<file path="src/rtl/rv_pkg.sv">
// Shared constants and types for the RISC-V fetch front end.
package rv_pkg;

  localparam int unsigned XLEN = 64;
  localparam int unsigned ILEN = 32;

  localparam logic [XLEN-1:0] RESET_PC = 64'h0000_0000_8000_0000;

  // Canonical no-op (addi x0, x0, 0).
  localparam logic [ILEN-1:0] NOP = 32'h0000_0013;

  // One buffered fetch: the instruction word tagged with its PC.
  typedef struct packed {
    logic [XLEN-1:0] pc;
    logic [ILEN-1:0] instr;
  } fetch_entry_t;

endpackage

</file>
<file path="src/rtl/rv_sync_fifo.sv">
// Generic synchronous FIFO: push/pop/flush, occupancy count and head data.
module rv_sync_fifo #(
  parameter int unsigned DEPTH = 4,
  parameter int unsigned WIDTH = 96,
  localparam int unsigned AW = $clog2(DEPTH),
  localparam int unsigned CW = AW + 1
) (
  input  logic             clk_i,
  input  logic             rst_i,
  input  logic             push_i,
  input  logic [WIDTH-1:0] data_i,
  input  logic             pop_i,
  input  logic             flush_i,
  output logic [CW-1:0]    count_o,
  output logic [WIDTH-1:0] data_o
);

  logic [WIDTH-1:0] r_mem [DEPTH];
  logic [AW-1:0]    r_wr_ptr;
  logic [AW-1:0]    r_rd_ptr;
  logic [CW-1:0]    r_count;

  // Storage, pointers and occupancy; flush empties without touching storage.
  always_ff @(posedge clk_i) begin
    if (rst_i) begin
      // NOTE: storage is cleared on reset so the head data reads 0 out of reset;
      // this costs a reset net per bit and is kept only because it is visible.
      for (int i = 0; i < DEPTH; i++) r_mem[i] <= '0;
      r_wr_ptr <= '0;
      r_rd_ptr <= '0;
      r_count  <= '0;
    end else if (flush_i) begin
      r_wr_ptr <= '0;
      r_rd_ptr <= '0;
      r_count  <= '0;
    end else begin
      // NOTE: non-blocking assignments throughout, so every read in this block
      // sees the pre-edge value regardless of statement order.
      if (push_i) begin
        r_mem[r_wr_ptr] <= data_i;
        r_wr_ptr        <= r_wr_ptr + 1'b1;
      end
      if (pop_i) r_rd_ptr <= r_rd_ptr + 1'b1;
      r_count <= r_count + CW'(push_i) - CW'(pop_i);
    end
  end

  assign count_o = r_count;
  assign data_o  = r_mem[r_rd_ptr];

  // The producer's credit scheme must keep these from ever happening.
  a_no_overflow: assert property (@(posedge clk_i) disable iff (rst_i)
    !(push_i && !flush_i && r_count == CW'(DEPTH)));
  a_no_underflow: assert property (@(posedge clk_i) disable iff (rst_i)
    !(pop_i && !flush_i && r_count == '0));

endmodule

</file>
<file path="src/rtl/rv_fetch_buf.sv">
// Instruction fetch buffer: credit-limited sequential fetch into a FIFO,
// drained by decode; redirects flush the queue and drop in-flight responses.
module rv_fetch_buf #(
  parameter int unsigned     DEPTH    = 4,
  parameter int unsigned     XLEN     = rv_pkg::XLEN,
  parameter logic [XLEN-1:0] RESET_PC = rv_pkg::RESET_PC
) (
  input  logic                    clk_i,
  input  logic                    rst_i,
  output logic                    imem_req_o,
  output logic [XLEN-1:0]         imem_addr_o,
  input  logic                    imem_gnt_i,
  input  logic                    imem_rvalid_i,
  input  logic [rv_pkg::ILEN-1:0] imem_rdata_i,
  input  logic                    redirect_i,
  input  logic [XLEN-1:0]         redirect_pc_i,
  output logic                    instr_valid_o,
  output logic [rv_pkg::ILEN-1:0] instr_o,
  output logic [XLEN-1:0]         pc_o,
  input  logic                    instr_ready_i
);

  localparam int unsigned ILEN = rv_pkg::ILEN;
  localparam int unsigned CW   = $clog2(DEPTH) + 1;
  localparam int unsigned EW   = XLEN + ILEN;

  logic [XLEN-1:0] r_fetch_pc;
  logic [XLEN-1:0] r_resp_pc;
  logic [CW-1:0]   r_outstanding;
  logic [CW-1:0]   r_drop_cnt;

  logic [CW-1:0]   w_count;
  logic [CW:0]     w_inflight;
  logic            w_gnt;
  logic            w_rsp;
  logic            w_drop;
  logic            w_push;
  logic            w_pop;
  logic [XLEN-1:0] w_redirect_pc;
  logic [EW-1:0]   w_head;

  // Entries that will occupy the FIFO once every live request returns;
  // doomed responses are excluded. One extra bit so the sum cannot wrap.
  assign w_inflight = {1'b0, w_count} + {1'b0, r_outstanding} - {1'b0, r_drop_cnt};

  // Credit check uses registered state only: a same-cycle pop frees nothing.
  assign imem_req_o  = !rst_i && !redirect_i
                     && (r_outstanding < CW'(DEPTH))
                     && (w_inflight < (CW+1)'(DEPTH));
  assign imem_addr_o = r_fetch_pc;

  assign w_gnt  = imem_req_o && imem_gnt_i;
  assign w_rsp  = imem_rvalid_i && !redirect_i;
  assign w_drop = w_rsp && (r_drop_cnt != '0);
  assign w_push = w_rsp && (r_drop_cnt == '0);
  assign w_pop  = instr_valid_o && instr_ready_i && !redirect_i;

  assign w_redirect_pc = {redirect_pc_i[XLEN-1:2], 2'b00};

  // PC registers, outstanding-request credit and the drop counter.
  always_ff @(posedge clk_i) begin
    if (rst_i) begin
      r_fetch_pc    <= RESET_PC;
      r_resp_pc     <= RESET_PC;
      r_outstanding <= '0;
      r_drop_cnt    <= '0;
    end else if (redirect_i) begin
      // Everything still in flight after this cycle belongs to the old path.
      r_fetch_pc    <= w_redirect_pc;
      r_resp_pc     <= w_redirect_pc;
      r_outstanding <= r_outstanding - CW'(imem_rvalid_i);
      r_drop_cnt    <= r_outstanding - CW'(imem_rvalid_i);
    end else begin
      if (w_gnt)  r_fetch_pc <= r_fetch_pc + XLEN'(4);
      if (w_push) r_resp_pc  <= r_resp_pc + XLEN'(4);
      r_outstanding <= r_outstanding + CW'(w_gnt) - CW'(imem_rvalid_i);
      if (w_drop) r_drop_cnt <= r_drop_cnt - 1'b1;
    end
  end

  rv_sync_fifo #(
    .DEPTH (DEPTH),
    .WIDTH (EW)
  ) u_fifo (
    .clk_i   (clk_i),
    .rst_i   (rst_i),
    .push_i  (w_push),
    .data_i  ({r_resp_pc, imem_rdata_i}),
    .pop_i   (w_pop),
    .flush_i (redirect_i),
    .count_o (w_count),
    .data_o  (w_head)
  );

  assign instr_valid_o     = (w_count != '0);
  assign {pc_o, instr_o}   = w_head;

endmodule

</file>
<file path="config.mk">
export PLATFORM = sky130hd
export DESIGN_NAME = rv_fetch_buf
export DESIGN_NICKNAME = d
export VERILOG_FILES = /design/src/rtl/rv_pkg.sv /design/src/rtl/rv_sync_fifo.sv /design/src/rtl/rv_fetch_buf.sv
export SDC_FILE = /design/constraint.sdc
export NUM_CORES = 1
export LEC_CHECK = 0
export BUFFER_PORTS_ARGS = -buffer_cell sky130_fd_sc_hd__buf_2
export CAP_MARGIN = 20
export CELL_PAD_IN_SITES_DETAIL_PLACEMENT = 1
export CELL_PAD_IN_SITES_GLOBAL_PLACEMENT = 1
export CORE_ASPECT_RATIO = 1.2
export CORE_MARGIN = 4
export CORE_UTILIZATION = 51
export CTS_CLUSTER_DIAMETER = 120
export DETAILED_ROUTE_END_ITERATION = 8
export GPL_ROUTABILITY_DRIVEN = 1
export PLACE_DENSITY = 0.89
export SETUP_SLACK_MARGIN = 0.3
export SKIP_LAST_GASP = 1
export SLEW_MARGIN = 20
export SYNTH_ARGS = -nofsm -noshare
export SYNTH_HDL_FRONTEND = slang
export SYNTH_SLANG_ARGS = --single-unit
</file>
<file path="constraint.sdc">
create_clock -name clk_i -period 24.4 [get_ports clk_i]
set_input_delay 2.44 -clock clk_i [delete_from_list [all_inputs] [get_ports clk_i]]
set_output_delay 2.44 -clock clk_i [all_outputs]
set_load 0.02 [all_outputs]
</file>
==> key figures, run 1 <==
Clocking
  – Clk pin slew, worst setup/hold paths: ~60 ps
  – Hold_buf cts: 0
  – Clock sinks: 515
  – Post-CTS setup buffers: 0
  – Clock Path Buffers: 3
  – Latest clock arrival within the worst-skew pair: between 500 and 600 ps
  – H-tree Lvls: 2
  – CTS Buf Count: a little over 50
  – CTS Root Cell: clkbuf_16
  – CTS tree: built
  – Post-CTS sizing: 0

Yosys
  – Top post-synthesis cells by area: edfxtp_1, dfxtp_1, mux4_2
  – Synth Area in XOR/XNOR: 0.0421
  – Post-synthesis mux area share: 0.0913
  – Synthesis warning total: 0
  – Mapped cell area: 23300 um2
  – Asr flop ratio synth: 0
  – Avg Synthesized Cell Area: approximately 12 um2
  – Synth Register Bits: 515
  – EDFF count, synth: 376
  – Adder-cell share of the synthesized area: 0.0104
  – Complex-gate fraction of the synthesized area: 0.0620
  – Top cell type by total area after synthesis: edfxtp_1
  – Synthesized netlist cell count: just under 2000
  – Synth Area in Simple Gates: 0.150
  – Register area share after synthesis: 0.604
  – Largest family of logic cells by synthesized area: simple AND/OR/NAND/NOR gates
  – Main synth FF type: edfxtp_1
  – Top cell type's share of synthesized area: 0.485
  – Distinct cells, synth: between 50 and 60

Floorplan
  – DIE AREA: 49200 um2
  – Rows: 85
  – Die Ht: 242 um
  – Starting Density: 0.518
  – Core box area: ~45000 um2
  – Die extent in x: around 200 um
  – Top-Level Pins: 264

Flow run
  – Max Cap Violations: 0

Setup path
  – Reg-to-reg startpoint: r_drop_cnt[0]$_SDFFE_PP0P_
  – CP startpoint kind: input pin
  – Critical path origin: redirect_i
  – WS Path Type: in2out
  – CP Data Arrival Time: between 4000 and 5000 ps
  – Crit-path max FO: 81
  – Critical Path End Type: primary output
  – Req. time, crit path: around 22000 ps

Timing
  – Fin crit period: roughly 7000 ps
  – RSZ-0062 raised after global routing: no
  – Final Slew Violations: 0
  – # setup viols final: 0
  – Final period utilization: 0.290
  – Clock skew: approximately 20 ps
  – Max transition margin: 0.355
  – Worst Max-Slew Pin Slew: approximately 960 ps
  – Hold Violations, Final: 0
  – Max Freq: approximately 140 MHz
  – Setup_tns: 0 ps

Detailed routing
  – Routed len/inst: approximately 24 um
  – Routed WL: 68400 um
  – Antenna-violating nets left: 0
  – DR pass1 iterations: 5
  – DRC: 0
  – Total number of vias: around 17000
  – Vias per std cell: 5.95
  – Iteration-0 DRC Markers: 1202

Cells and area
  – Most frequent cells in the layout: edfxtp_1, nor2_1, buf_2
  – Final Core Density: 0.597
  – Final nets: around 2300
  – Area grow syn2layout: 15.2%
  – # diodes: 0
  – Layout cells sized above 1: 0.213
  – Commonest non-fill, non-tap cell in the layout: edfxtp_1
  – Filler cell count: between 4000 and 5000

Worst hold path
  – Min-Delay Path Class: reg2reg
  – Hold_sp: imem_addr_o[60]$_SDFFE_PP0P_

Global routing
  – Largest net degree at the start of global routing: between 80 and 90
  – Total Routing Usage GR: 0.276
  – First-pass GRT wire length: roughly 110000 um
  – Remaining Overflow, GRT: 0
  – Initial antenna violation count: 0
  – Vias in the first global route: between 15000 and 20000

Power
  – Pwr dens: 75.1 nW/um2
  – Leakage: roughly 10 nW
  – Worst vdd ir: between 0.04 and 0.05 mV

Run status
  – Status: finished, final reports clean

Placed design
  – Detailed Place HPWL: between 40000 and 50000 um
  – I/O Buffers: around 260
  – GPL Wtd Cong: a little under 0.9
-- cells in the mapped netlist (2+ instances only) --
cell type	n
edfxtp_1	376
nor2_1	294
nand2_1	162
dfxtp_1	139
inv_1	127
clkbuf_1	96
mux4_2	94
xnor2_1	68
and2_1	64
a21boi_0	49
nand4_1	47
xor2_1	44
nand3_1	41
nor3_1	41
o21a_1	38
a21oi_1	33
nor4_1	25
o21ai_0	23
a211oi_1	22
and3_1	18
buf_1	13
ha_1	13
o22ai_1	11
and4_1	10
or3_1	10
a31oi_1	6
o211ai_1	6
or4_1	6
a311oi_1	5
o31a_1	5
or2_2	5
buf_2	4
buf_4	4
fa_1	4
a22oi_1	3
nand2b_1	3
nor4b_1	3
a32oi_1	2
and3b_1	2
nand4b_1	2
o311ai_0	2
-- metal layers --
layer | global-route usage | up-vias | routed length [um]
li1 | - | 7369 | -
met1 | 0.349 | 8439 | 26600
met2 | 0.474 | 724 | 34300
met3 | 0.0498 | 159 | 4940
met4 | 0.107 | 0 | 2630
met5 | 0 | - | 0
-- critical path, stage by stage --
cell and delay [ps]:
buf_2 100, buf_4 320, inv_4 620, nand2_1 540, nor3_1 360, buf_2 230
-- kinds of logic (layout without fill, tap and decap cells) --
family	count (synthesis)	after routing
buffers and inverters	245	501
muxes	95	95
AOI/OAI and AO/OA	211	211
xor gates and xnor gates	112	112
DFF	515	515
other	1	4
adders and majority gates	17	17
and+or+nand+nor	742	742
-- report_power, final --
group | total, mW | internal (mW) | switching [mW]
clock | 0.799 | 0.467 | 0.332
sequential | 1.02 | 0.986 | 0.0370
combinational | 0.194 | 0.0666 | 0.127
total | 2.02 | 1.52 | 0.496
-- sequential cells by signal, summed over array words and instances, names as in the netlist, named ones only --
register / flops
u_fifo.r_mem: 376
imem_addr_o: 62
r_resp_pc: 62
r_drop_cnt: 3
r_outstanding: 3
u_fifo.count_o: 3
u_fifo.r_rd_ptr: 2
u_fifo.r_wr_ptr: 2
-- final timing paths --
| check | end | slack [ps] | cells past startpoint |
|---|---|---|---|
| max | imem_req_o | 17320 | 6 |
| min | imem_addr_o[60]$_SDFFE_PP0P_ | 530 | 1 |
| max reg2reg | u_fifo.r_mem[2][24]$_SDFFCE_PN0P_ | 19940 | 8 |
| min reg2reg | imem_addr_o[60]$_SDFFE_PP0P_ | 530 | 1 |
-- per-stage QoR --
stage | power, mW | area [um2] | setup WS (ps) | hold WS (ps) | std cells
global placement | 1.22 | 25200 | 17330 | 508 | 2714
finish | 2.02 | 26800 | 17320 | 533 | 2806
CTS | 2.03 | 26800 | 17320 | 537 | 2806
detailed placement | 1.23 | 25200 | 17320 | 524 | 2714
floorplan | 1.16 | 23300 | 14110 | 485 | 1941
global route | 2.09 | 26800 | 17160 | 564 | 2806
-- area by class of cell --
type | instances | area (um2) | area share
sequential | 515 | 14100 | 0.525
multi-input combinational | 1181 | 8380 | 0.312
timing repair buffer | 281 | 1470 | 0.0546
clock buffer | 67 | 1370 | 0.0510
tap | 609 | 762 | 0.0284
inverter | 128 | 483 | 0.0180
clock inverter | 25 | 300 | 0.0112
(Power assumes the default switching activity.)
==> inputs of run 2 (changes only) <==
--- a/config.mk
+++ b/config.mk
@@ -11,11 +11,11 @@
 export CELL_PAD_IN_SITES_GLOBAL_PLACEMENT = 1
 export CORE_ASPECT_RATIO = 1.2
 export CORE_MARGIN = 4
-export CORE_UTILIZATION = 51
+export CORE_UTILIZATION = 47
 export CTS_CLUSTER_DIAMETER = 120
 export DETAILED_ROUTE_END_ITERATION = 8
 export GPL_ROUTABILITY_DRIVEN = 1
-export PLACE_DENSITY = 0.89
+export PLACE_DENSITY = 0.83
 export SETUP_SLACK_MARGIN = 0.3
 export SKIP_LAST_GASP = 1
 export SLEW_MARGIN = 20
==> constraint.sdc (replaced) <==
create_clock -name clk_i -period 6.8 [get_ports clk_i]
set_input_delay 0.68 -clock clk_i [delete_from_list [all_inputs] [get_ports clk_i]]
set_output_delay 0.68 -clock clk_i [all_outputs]
set_load 0.02 [all_outputs]
==> run 2 against run 1 <==
Via count down 1.7%. Non-clock buffer count grew 2. Wire length down 1.6%. Sequential power grew to 3.6 times the previous value. Register-to-register slack worse by 17000 ps. Core utilization is 4.6 points lower. Critical path depth up 9. First-iteration DRC count shrank 11%. Setup slack lost 15000 ps. Critical path type is now reg2reg. Sequential share of layout area decreased by 0.34 points.
==> key figures, run 2 (synthesis results as in run 1) <==
Power
  – Final Power: about 7.3 mW
  – Comb pwr share: 0.095
  – Worst vdd ir: 0.161 mV
  – Leakage: 10.4 nW
  – Sw frac: 0.244
  – NetSw: 1.79 mW
  – Part of the power in registers: 0.501
  – Clock Power Share: 0.404
  – Pwr dens: 271 nW/um2
  – Cell internal pwr: 5.54 mW

Worst hold path
  – Min-Delay Path Class: in2reg
  – Hold_sp: redirect_pc_i[60]

Timing
  – RSZ-0062 raised after global routing: no
  – Hold Violations, Final: 0
  – Worst Max-Slew Pin Slew: around 970 ps
  – Final Slew Violations: 0
  – Fin crit period: around 4300 ps
  – # setup viols final: 0
  – Final setup margin: ~2500 ps
  – Clock skew: around 30 ps
  – Setup_tns: 0 ps
  – Max Freq: roughly 230 MHz
  – Final period utilization: 0.638
  – Max transition margin: 0.353
  – Final hold slack: between 300 and 400 ps

Cells and area
  – Commonest non-fill, non-tap cell in the layout: edfxtp_1
  – FF/Latch Area: roughly 14000 um2
  – Biggest register: u_fifo.r_mem
  – Filler cell count: between 5000 and 6000
  – Multi-input logic area: around 8400 um2
  – # diodes: 0
  – Final nets: 2279
  – Number of flip-flops under the largest register name: around 380
  – Layout cells sized above 1: 0.215
  – Area grow syn2layout: 15.9%
  – Most frequent cells in the layout: edfxtp_1, nor2_1, buf_2

Detailed routing
  – Iteration-0 DRC Markers: between 1000 and 1500
  – Antenna-violating nets left: 0
  – DRC: 0
  – Routed len/inst: between 20 and 25 um
  – DR pass1 iterations: 5
  – Routed WL: 67300 um
  – Total number of vias: between 15000 and 20000
  – Vias per std cell: around 5.8

Clocking
  – Clk pin slew, worst setup/hold paths: roughly 70 ps
  – H-tree Lvls: 2
  – CTS tree: built
  – Post-CTS sizing: 0
  – CTS Root Cell: clkbuf_16
  – Post-CTS setup buffers: 0
  – CTS Buf Count: 51
  – Hold_buf cts: 0
  – Clock sinks: 515
  – Latest clock arrival within the worst-skew pair: approximately 600 ps
  – Clock Path Buffers: 3

Global routing
  – Initial antenna violation count: 1
  – Remaining Overflow, GRT: 0
  – Largest net degree at the start of global routing: 95
  – M3 GR Usage: 0.0369
  – Vias in the first global route: roughly 18000
  – Total Routing Usage GR: 0.249
  – GR Util met1: 0.324
  – Busiest layer in global routing: met2
  – First-pass GRT wire length: just over 100000 um
  – Met2 Track Usage GR: 0.439

Setup path
  – Crit-path slowest cell: dfxtp_1
  – CP most frequent cell: ha_1
  – Critical Path, Cell by Cell: fa_1, ha_1, or3b_1, or4_4, a21oi_2, buf_4, inv_1, ha_1, inv_1, ha_1, fa_1, xor2_1, o21ai_0, xnor2_1, nor2_1
  – CP Data Arrival Time: approximately 4800 ps
  – Crit-path max FO: 13
  – WS Path Type: reg2reg
  – Critical path origin: r_outstanding[2]$_SDFF_PP0_
  – Critical Path End Type: flip-flop
  – Req. time, crit path: 7240 ps
  – Reg-to-reg startpoint: r_outstanding[2]$_SDFF_PP0_
  – CP max stage delay: approximately 510 ps
  – CP startpoint kind: flip-flop

Floorplan
  – Rows: between 80 and 90
  – Core box area: 49100 um2
  – DIE AREA: 53200 um2
  – Die extent in x: ~210 um
  – Starting Density: 0.474
  – Die Ht: roughly 250 um
  – Top-Level Pins: between 200 and 300

Placed design
  – I/O Buffers: between 200 and 300
  – GPL Wtd Cong: 0.882
  – Dpl ws: 2490 ps
  – Detailed Place HPWL: around 45000 um

Run status
  – Status: finished, final reports clean

Flow run
  – Max Cap Violations: 0
run 2: through the flow:
stage               instances  utilization  area (um2)
global route             2838        0.550       27000
CTS                      2836        0.549       27000
floorplan                1941            -       23300
detailed placement       2742        0.513       25200
global placement         2742        0.513       25200
finish                   2838        0.550       27000
run 2: worst paths after layout:
check                                     to  slack, ps  cells past startpoint
max reg2reg      r_outstanding[2]$_SDFF_PP0_       2460                     15
max              r_outstanding[2]$_SDFF_PP0_       2460                     15
min               r_resp_pc[60]$_SDFFE_PP0P_        370                      3
min reg2reg  u_fifo.r_rd_ptr[1]$_SDFFE_PP0P_        540                      2
run 2: area by class of cell:
cell class | instances | share of cell area
clock inverters | 28 | 0.0125
well taps | 637 | 0.0295
multi-input cells | 1181 | 0.310
inverters | 128 | 0.0179
clock buffers | 66 | 0.0520
flip-flops and latches | 515 | 0.521
repair buffers | 283 | 0.0568
run 2: power groups by stage:
| stage | Sequential, mW | Combinational, mW | Clock [mW] |
|---|---|---|---|
| after CTS | 3.67 | 0.701 | 3.01 |
| after detailed placement | 3.73 | 0.698 | 0 |
| after global routing | 3.68 | 0.753 | 3.16 |
| after global placement | 3.71 | 0.681 | 0 |
| final | 3.67 | 0.698 | 2.96 |
| after floorplan | 3.74 | 0.413 | 0 |
run 2: worst max-delay path: cells and delay by family, from the launching register on:
family | cells | cell delay [ps]
adder cells (fa/ha/maj) | 5 | 1670
AND/OR/NAND/NOR | 3 | 920
flip-flops | 1 | 510
buffers and inverters | 3 | 400
AO/OA/AOI/OAI | 2 | 350
XOR/XNOR | 2 | 350
run 2: per-layer routing:
metal	wire length (um)	part of all wire
met1	27600	0.41
met4	1650	0.025
met3	4080	0.061
met2	34000	0.50
met5	8	0.00012
==> inputs of run 3 (changes only) <==
--- a/config.mk
+++ b/config.mk
@@ -11,11 +11,11 @@
 export CELL_PAD_IN_SITES_GLOBAL_PLACEMENT = 1
 export CORE_ASPECT_RATIO = 1.2
 export CORE_MARGIN = 4
-export CORE_UTILIZATION = 47
+export CORE_UTILIZATION = 43
 export CTS_CLUSTER_DIAMETER = 120
 export DETAILED_ROUTE_END_ITERATION = 8
 export GPL_ROUTABILITY_DRIVEN = 1
-export PLACE_DENSITY = 0.83
+export PLACE_DENSITY = 0.8
 export SETUP_SLACK_MARGIN = 0.3
 export SKIP_LAST_GASP = 1
 export SLEW_MARGIN = 20
==> constraint.sdc (replaced) <==
create_clock -name clk_i -period 3.95 [get_ports clk_i]
set_input_delay 0.395 -clock clk_i [delete_from_list [all_inputs] [get_ports clk_i]]
set_output_delay 0.395 -clock clk_i [all_outputs]
set_load 0.02 [all_outputs]
==> run 3 against run 2 <==
Clock skew fell by 13 ps. Wire length is 1.8% higher. Final area is 0.93% higher. Global-route usage decreased by 1.5 points. Setup slack got worse by 2100 ps. Final cell count grew 3.4%. Via count down 0.20%. Sequential power rose by 72%. Fmax is 20% higher. Worst hold slack got worse by 320 ps. Critical path type unchanged. Largest cell class unchanged.
==> key figures, run 3 (synthesis results as in run 1) <==
Global routing
  – Remaining Overflow, GRT: 0
  – Total Routing Usage GR: 0.234
  – First-pass GRT wire length: roughly 100000 um
  – Initial antenna violation count: 0
  – Largest net degree at the start of global routing: 95
  – Vias in the first global route: around 18000

Floorplan
  – Die extent in x: ~220 um
  – Core box area: approximately 54000 um2
  – Starting Density: 0.434
  – DIE AREA: between 50000 and 60000 um2
  – Rows: 93
  – Top-Level Pins: about 260
  – Die Ht: 263 um

Clocking
  – CTS Root Cell: clkbuf_16
  – Clk pin slew, worst setup/hold paths: around 60 ps
  – H-tree Lvls: 2
  – Clock Path Buffers: 3
  – CTS Buf Count: 52
  – Latest clock arrival within the worst-skew pair: approximately 600 ps
  – CTS tree: built
  – Hold_buf cts: 0
  – Clock sinks: 515

Cells and area
  – Most frequent cells in the layout: edfxtp_1, nor2_1, buf_2
  – Area grow syn2layout: 17.0%
  – Number of flip-flops under the largest register name: between 300 and 400
  – Biggest register: u_fifo.r_mem
  – Layout cells sized above 1: 0.226
  – Final nets: 2299
  – Commonest non-fill, non-tap cell in the layout: edfxtp_1
  – Layout Cells excl Fill: a little under 3000
  – # diodes: 0

Detailed routing
  – DRC: 0
  – Antenna-violating nets left: 0
  – DR pass1 iterations: 4
  – Iteration-0 DRC Markers: 1086
  – Vias per std cell: ~5.6
  – Total number of vias: 16400
  – Routed len/inst: ~23 um
  – Routed WL: just under 70000 um

Timing
  – # setup viols final: 0
  – Final period utilization: 0.914
  – Clock skew: 17.0 ps
  – RSZ-0062 raised after global routing: yes
  – Hold Violations, Final: 0
  – Final Slew Violations: 0
  – Max transition margin: 0.422
  – Fin crit period: roughly 3600 ps
  – Worst Max-Slew Pin Slew: roughly 870 ps
  – Max Freq: between 200 and 300 MHz

Power
  – Pwr dens: 455 nW/um2
  – Final Power: ~12 mW
  – Leakage: between 10 and 15 nW
  – Worst vdd ir: a little under 0.3 mV

Setup path
  – R2R Setup Slk: roughly 340 ps
  – WS Path Type: reg2reg
  – CP Data Arrival Time: slightly above 4000 ps
  – FF-to-FF End: r_outstanding[2]$_SDFF_PP0_
  – Critical Path End Type: flip-flop
  – Reg-to-reg startpoint: u_fifo.count_o[1]$_SDFF_PP0_
  – Reg2Reg Depth: 16
  – Crit-path max FO: 2
  – CP startpoint kind: flip-flop
  – Req. time, crit path: ~4400 ps

Worst hold path
  – Hold_sp: redirect_pc_i[60]
  – Depth of the worst hold-timing path: 3
  – Hold path endpoint: r_resp_pc[60]$_SDFFE_PP0P_
  – Min-Delay Path Class: in2reg

Flow run
  – Max Cap Violations: 0

Placed design
  – # placed instances: 2835
  – Detailed Place HPWL: roughly 46000 um
  – I/O Buffers: 257
  – GPL Wtd Cong: 0.903

Run status
  – Status: finished, final reports clean
==> run 3: timing repair <==
| action | CTS | global route |
|---|---|---|
| setup endpoints to repair | 1 | 1 |
| buffers inserted | 3 | 0 |
| pin swaps | 6 | 0 |
| resized for setup | 3 | 1 |
| cloned | 0 | 0 |
==> run 3: how the worst max path moves through the flow <==
stage          depth (start not counted)                    startpoint  slack (ps)                                to
2_1_floorplan                          6    r_drop_cnt[0]$_SDFFE_PP0P_         -90  u_fifo.r_mem[0][0]$_SDFFCE_PN0P_
6_report                              16  u_fifo.count_o[1]$_SDFF_PP0_         340       r_outstanding[2]$_SDFF_PP0_
3_5_place_dp                          15    r_drop_cnt[2]$_SDFFE_PP0P_         200       r_outstanding[2]$_SDFF_PP0_
3_3_place_gp                          16   r_outstanding[1]$_SDFF_PP0_         220       r_outstanding[2]$_SDFF_PP0_
4_1_cts                               16  u_fifo.count_o[1]$_SDFF_PP0_         320       r_outstanding[2]$_SDFF_PP0_
5_1_grt                               16  u_fifo.count_o[1]$_SDFF_PP0_         220       r_outstanding[2]$_SDFF_PP0_
==> run 3: critical path: stages, from the launching register on <==
cell	delay, ps
dfxtp_2	320
inv_1	50
fa_1	540
inv_1	50
ha_1	270
and3b_2	220
or4_4	540
a21oi_4	150
inv_2	70
ha_4	260
inv_2	40
ha_4	140
fa_2	330
xor2_1	150
o21ai_1	150
xnor2_1	130
nor2_1	50
==> run 3: per-layer routing <==
metal / global-route usage / up-vias / wire length [um]
met3: 0.0374 / 122 / 3630
met1: 0.306 / 8381 / 28300
li1: - / 7426 / -
met5: 0 / - / 0
met4: 0.0700 / 0 / 2080
met2: 0.401 / 449 / 34400
==> run 3: layout make-up <==
cell class,count,area (um2)
Clock inverter,25,213
Clock buffer,72,1430
Multi-Input combinational cell,1181,8420
Fill cell,5658,26400
Sequential cell,515,14100
Timing Repair Buffer,302,1740
Inverter,128,483
Tap cell,712,891
==> run 3: power by group <==
group / switching [mW] / total, mW / internal (mW)
registers: 0.223 / 6.31 / 6.09
clock network: 2.09 / 4.82 / 2.73
logic: 0.802 / 1.26 / 0.458
total: 3.12 / 12.4 / 9.28
==> run 3: per-stage QoR <==
stage           util  TNS, ps  setup WS (ps)  cell area (um2)  hold slack (ps)
2_1_floorplan      -   -16870          -89.7            23400              485
3_3_place_gp   0.477        0            222            25600              509
3_5_place_dp   0.477        0            196            25600              528
4_1_cts        0.508        0            322            27300             22.4
5_1_grt        0.508        0            218            27300             36.3
6_report       0.508        0            340            27300             57.0
